==> src/rtl/hier_node_fanin_arbiter_if.sv <==
// Child fan-in and parent stream signals of the hierarchy fan-in arbiter.
// The master modport is the arbiter side and the slave modport is the environment side.
interface hier_node_fanin_arbiter_if #(
    parameter int NUM_CHILD = 5,
    parameter int DATA_W    = 32,
    parameter int IDX_W     = 3
);
    logic [NUM_CHILD-1:0]        child_valid;
    logic [NUM_CHILD-1:0]        child_ready;
    logic [NUM_CHILD*DATA_W-1:0] child_data;
    logic                        parent_valid;
    logic                        parent_ready;
    logic [DATA_W-1:0]           parent_data;
    logic [IDX_W-1:0]            parent_idx;

    modport master (
        input  child_valid, child_data, parent_ready,
        output child_ready, parent_valid, parent_data, parent_idx
    );

    modport slave (
        output child_valid, child_data, parent_ready,
        input  child_ready, parent_valid, parent_data, parent_idx
    );
endinterface

==> src/rtl/hier_node_fanin_arbiter.sv <==
// Round-robin fan-in of NUM_CHILD child streams into one registered parent stream,
// tagging each word with its source child and counting accepted words (saturating).
module hier_node_fanin_arbiter #(
    parameter int NUM_CHILD = 5,
    parameter int DATA_W    = 32,
    parameter int IDX_W     = 3,
    parameter int CNT_W     = 16
) (
    input  logic                          clk,
    input  logic                          rst,
    hier_node_fanin_arbiter_if.master     bus,
    output logic [CNT_W-1:0]              fwd_count,
    output logic                          busy
);

    localparam logic [0:0] ST_EMPTY = 1'b0;
    localparam logic [0:0] ST_FULL  = 1'b1;

    logic [0:0]        state;
    logic [IDX_W-1:0]  rr_ptr;
    logic [DATA_W-1:0] out_data;
    logic [IDX_W-1:0]  out_idx;

    logic              can_load;
    logic              grant_found;
    logic [IDX_W-1:0]  grant_idx;
    logic [DATA_W-1:0] grant_data;
    logic              take;
    logic [IDX_W-1:0]  next_ptr;
    int                cand;

    assign bus.parent_valid = (state == ST_FULL);
    assign bus.parent_data  = out_data;
    assign bus.parent_idx   = out_idx;
    assign can_load         = (state == ST_EMPTY) || bus.parent_ready;
    assign busy             = bus.parent_valid || (|bus.child_valid);

    // Search from rr_ptr upward with wrap; the first valid child wins.
    always_comb begin
        grant_found = 1'b0;
        grant_idx   = '0;
        grant_data  = '0;
        cand        = 0;
        for (int k = 0; k < NUM_CHILD; k++) begin
            cand = int'(rr_ptr) + k;
            if (cand >= NUM_CHILD) begin
                cand = cand - NUM_CHILD;
            end
            if (!grant_found && bus.child_valid[cand]) begin
                grant_found = 1'b1;
                grant_idx   = IDX_W'(cand);
                grant_data  = bus.child_data[cand*DATA_W +: DATA_W];
            end
        end
    end

    always_comb begin
        bus.child_ready = '0;
        for (int i = 0; i < NUM_CHILD; i++) begin
            bus.child_ready[i] = can_load && grant_found && (grant_idx == IDX_W'(i));
        end
    end

    assign take     = can_load && grant_found;
    assign next_ptr = (grant_idx == IDX_W'(NUM_CHILD - 1)) ? '0 : grant_idx + IDX_W'(1);

    // A load and a pop in the same cycle keep the register FULL for back-to-back words.
    always_ff @(posedge clk or posedge rst) begin
        if (rst) begin
            state    <= ST_EMPTY;
            out_data <= '0;
            out_idx  <= '0;
            rr_ptr   <= '0;
        end else if (take) begin
            state    <= ST_FULL;
            out_data <= grant_data;
            out_idx  <= grant_idx;
            rr_ptr   <= next_ptr;
        end else if (bus.parent_ready) begin
            state    <= ST_EMPTY;
        end
    end

    always_ff @(posedge clk or posedge rst) begin
        if (rst) begin
            fwd_count <= '0;
        end else if (take && (fwd_count != {CNT_W{1'b1}})) begin
            fwd_count <= fwd_count + CNT_W'(1);
        end
    end

endmodule

==> src/flat_wrapper.sv <==
// flat-port wrapper written by rule: the top's interface ports become plain ports
module hier_node_fanin_arbiter_flat 
#(
    parameter int NUM_CHILD = 5,
    parameter int DATA_W    = 32,
    parameter int IDX_W     = 3,
    parameter int CNT_W     = 16
)
  (clk, rst, fwd_count, busy, bus_child_valid, bus_child_data, bus_parent_ready, bus_child_ready, bus_parent_valid, bus_parent_data, bus_parent_idx);
  hier_node_fanin_arbiter_if #(.NUM_CHILD(NUM_CHILD), .DATA_W(DATA_W), .IDX_W(IDX_W)) bus_i ();
  input  logic clk;
  input  logic rst;
  output logic [CNT_W-1:0] fwd_count;
  output logic busy;
  input wire logic [$bits(bus_i.child_valid)-1:0] bus_child_valid;
  input wire logic [$bits(bus_i.child_data)-1:0] bus_child_data;
  input wire logic [$bits(bus_i.parent_ready)-1:0] bus_parent_ready;
  output wire logic [$bits(bus_i.child_ready)-1:0] bus_child_ready;
  output wire logic [$bits(bus_i.parent_valid)-1:0] bus_parent_valid;
  output wire logic [$bits(bus_i.parent_data)-1:0] bus_parent_data;
  output wire logic [$bits(bus_i.parent_idx)-1:0] bus_parent_idx;
  assign bus_i.child_valid = bus_child_valid;
  assign bus_i.child_data = bus_child_data;
  assign bus_i.parent_ready = bus_parent_ready;
  assign bus_child_ready = bus_i.child_ready;
  assign bus_parent_valid = bus_i.parent_valid;
  assign bus_parent_data = bus_i.parent_data;
  assign bus_parent_idx = bus_i.parent_idx;
  hier_node_fanin_arbiter #(.NUM_CHILD(NUM_CHILD), .DATA_W(DATA_W), .IDX_W(IDX_W), .CNT_W(CNT_W)) u_core (.clk(clk), .rst(rst), .bus(bus_i), .fwd_count(fwd_count), .busy(busy));
endmodule
==> config.mk <==
export PLATFORM = sky130hd
export DESIGN_NAME = hier_node_fanin_arbiter_flat
export DESIGN_NICKNAME = d
export VERILOG_FILES = /design/src/rtl/hier_node_fanin_arbiter_if.sv /design/src/rtl/hier_node_fanin_arbiter.sv /design/src/flat_wrapper.sv
export SDC_FILE = /design/constraint.sdc
export NUM_CORES = 1
export LEC_CHECK = 0
export CORE_UTILIZATION = 58
export CTS_BUF_LIST = sky130_fd_sc_hd__clkbuf_2 sky130_fd_sc_hd__clkbuf_4 sky130_fd_sc_hd__clkbuf_8
export CTS_CLUSTER_SIZE = 24
export DETAILED_ROUTE_END_ITERATION = 8
export PLACE_DENSITY = 0.92
export SLEW_MARGIN = 20
export SYNTH_ARGS = -nofsm -noshare
export SYNTH_HDL_FRONTEND = slang
export SYNTH_SLANG_ARGS = --single-unit
==> constraint.sdc <==
create_clock -name clk -period 8.4 [get_ports clk]
set_clock_uncertainty 0.05 [all_clocks]
set_input_delay 0.84 -clock clk [delete_from_list [all_inputs] [get_ports clk]]
set_output_delay 0.84 -clock clk [all_outputs]
set_load 0.1 [all_outputs]
==> out/metrics.csv <==
metric;value;unit
status;finished, violations left;
failing checks;DRC;
total core area;0.0173;mm^2
CTS tree;done;
GPL Wtd Cong;0.998;
Setup crit start kind;flip-flop;
Max Cap Viol;0;
share of cells above drive strength 1;16.5;%
Top Usage Layer GRT;met2;
total clock buffers created by CTS;5;
CTS Hold Bufs;0;
Crit Path Category;flip-flop to output pin;
num rows;48;
Slew Limit Fails;0;
largest area contributor in the synthesized netlist;mux4_2;
Die Span X;135;um
setup repair bufs after CTS;0;
Synth top area share;21.0;%
Hold Path Depth;2;
sequential area share after synthesis;13.4;%
asr flop ratio synth;100;%
Fill cells;1225;
ys flop type;dfrtp_1;
critical path fanouts, max;49;
Hold Path Class;flip-flop to flip-flop;
Worst-Margin Slew;1.18;ns
I/O pin count;226;
Post-DP HPWL;24.9;mm
hold wc startpoint;u_core.bus.parent_idx[2];
GRT met2 Usage;67.4;%
Final setup viols;0;
Resize count post-CTS;0;
initial antenna violation count;0;
leading cell type in the layout, fill and taps excluded;clkdlybuf4s50_1;
Clock Path Buffers;2;
R2R depth;12;
critical path arrival;5.71;ns
Cells after Synth;1164;
Fin. Hold Viols;0;
Global Route Usage Sum;44.1;%
GRT overflow;0;
largest net degree at the start of global routing;66;
CTS HTree Levels;2;
WL/cell;26.9;um
RSZ-0062 raised after global routing;no;
via count;12500;
commonest cells after routing, fill and taps aside;clkdlybuf4s50_1, nand3_1, mux2i_1;
Hold Crit Endpoint;u_core.bus.parent_idx[2];
Critical R2R Capture;u_core.bus.parent_data[25];
CP Capture Type;output pin;
DR vias/cell;8.25;
Syn Area/Cell;8.85;um^2
GRT met1 Usage;53.7;%
initial drt markers;2832;
R2R Path Start;u_core.rr_ptr[0];
Synthesized Nets;1348;
Syn Std Cell Area;0.0103;mm^2
Sum Neg Setup Slack;0;ns
fin crit share;78.5;%
number of synthesized flops with an enable pin;0;
full die area;0.0183;mm^2
CP required;7.51;ns
nets;1479;
die height;135;um
reg2reg setup slack;2.40;ns
Antenna Diode Count;0;
yosys warns;0;
f_max;152;MHz
worst skew pair latency;0.37;ns
Initial Utilization;59.5;%
Tmin final;6.60;ns
Routed Antenna Nets;0;
GR Layer Usage met3;12.5;%
PortBufs;225;
vias in the first global route;12500;
Root Buffer Master;clkbuf_8;
Slew HR;21.2;%
First-pass DRT Iterations;9;
synth top area cells;mux4_2, dfrtp_1, mux2i_1;
area added between synthesis and finish;24.9;%
Clock transition at path regs;0.12;ns
Synth Register Bits;55;
Sink Count;55;
Distinct cells, synth;75;
DRC errors left;3;
final wirelength;40.9;mm
first-pass GRT wire length;63.6;mm
==> cells by family after synthesis <==
group,synth area share (%)
AO/OA/AOI/OAI,27.7
XOR/XNOR,1.93
adder cells (fa/ha/maj),2.02
buffers and inverters,5.65
flip-flops,13.4
multiplexers,35.6
AND/OR/NAND/NOR,13.8
==> layer usage <==
metal | wire, um | up-vias
met3 | 6720 | 460
met2 | 17700 | 1430
met4 | 3240 | 0
li1 | - | 4978
met5 | 0 | -
met1 | 13200 | 5673
==> per-stage QoR <==
step	setup slack, ns	hold slack (ns)	util (%)	instance area (um^2)	cells
after detailed placement	2.39	0.430	73.4	12700	1511
after global placement	2.53	0.418	73.4	12700	1511
after global routing	1.66	0.493	74.4	12900	1521
after floorplan	2.02	0.671	-	10300	1164
final	1.80	0.459	74.4	12900	1521
after CTS	1.99	0.458	74.1	12800	1519
==> cell usage after synthesis (all sizes together), types with 33 or more instances <==
master	count
buf	41
o22ai	36
nor2	46
a22oi	96
mux2	38
a31oi	36
o21ai	78
nand3	113
a22o	33
mux4	96
dfrtp	55
clkbuf	85
a21oi	55
nand2	56
mux2i	107
==> worst max-delay path, cell delays in order, from the launching register on <==
cell and delay [ns]:
dfrtp_1 0.37, buf_4 0.39, inv_1 0.45, ha_4 1.07, mux2i_1 0.38, mux2i_1 0.13
o22a_1 0.26, a21o_1 0.24, nor4_1 0.80, mux2i_1 0.43, nand2_1 0.16, nor3_1 0.26
buf_4 0.34
==> how the worst max path moves through the flow <==
stage / slack [ns] / cells past startpoint / start / to
global route: 1.66 / 13 / u_core.rr_ptr[0] / bus_child_ready[0]
CTS: 1.99 / 12 / u_core.rr_ptr[0] / bus_child_ready[0]
floorplan: 2.02 / 14 / u_core.rr_ptr[0] / bus_child_ready[3]
detailed placement: 2.39 / 12 / u_core.rr_ptr[0] / bus_child_ready[0]
finish: 1.80 / 12 / u_core.rr_ptr[0] / bus_child_ready[1]
global placement: 2.53 / 12 / u_core.rr_ptr[0] / bus_child_ready[0]
==> sequential cells by signal (all words and copies together) (netlist names) <==
| name | count |
|---|---|
| u_core.bus.parent_data | 32 |
| u_core.bus.parent_idx | 3 |
| u_core.bus.parent_valid | 1 |
| u_core.fwd_count | 16 |
| u_core.rr_ptr | 3 |
==> final cells by class <==
cell class	count	area [um^2]	area share, %
Clock buffer	5	68.8	0.535
Clock inverter	3	47.5	0.370
Inverter	11	41.3	0.321
Multi-Input combinational cell	972	8580	66.7
Sequential cell	55	1380	10.7
Tap cell	225	282	2.19
Timing Repair Buffer	250	2470	19.2
Power is left out: the tool's default activity adds up to more than one toggle a clock period on the data nets, which glitch-free logic cannot reach.
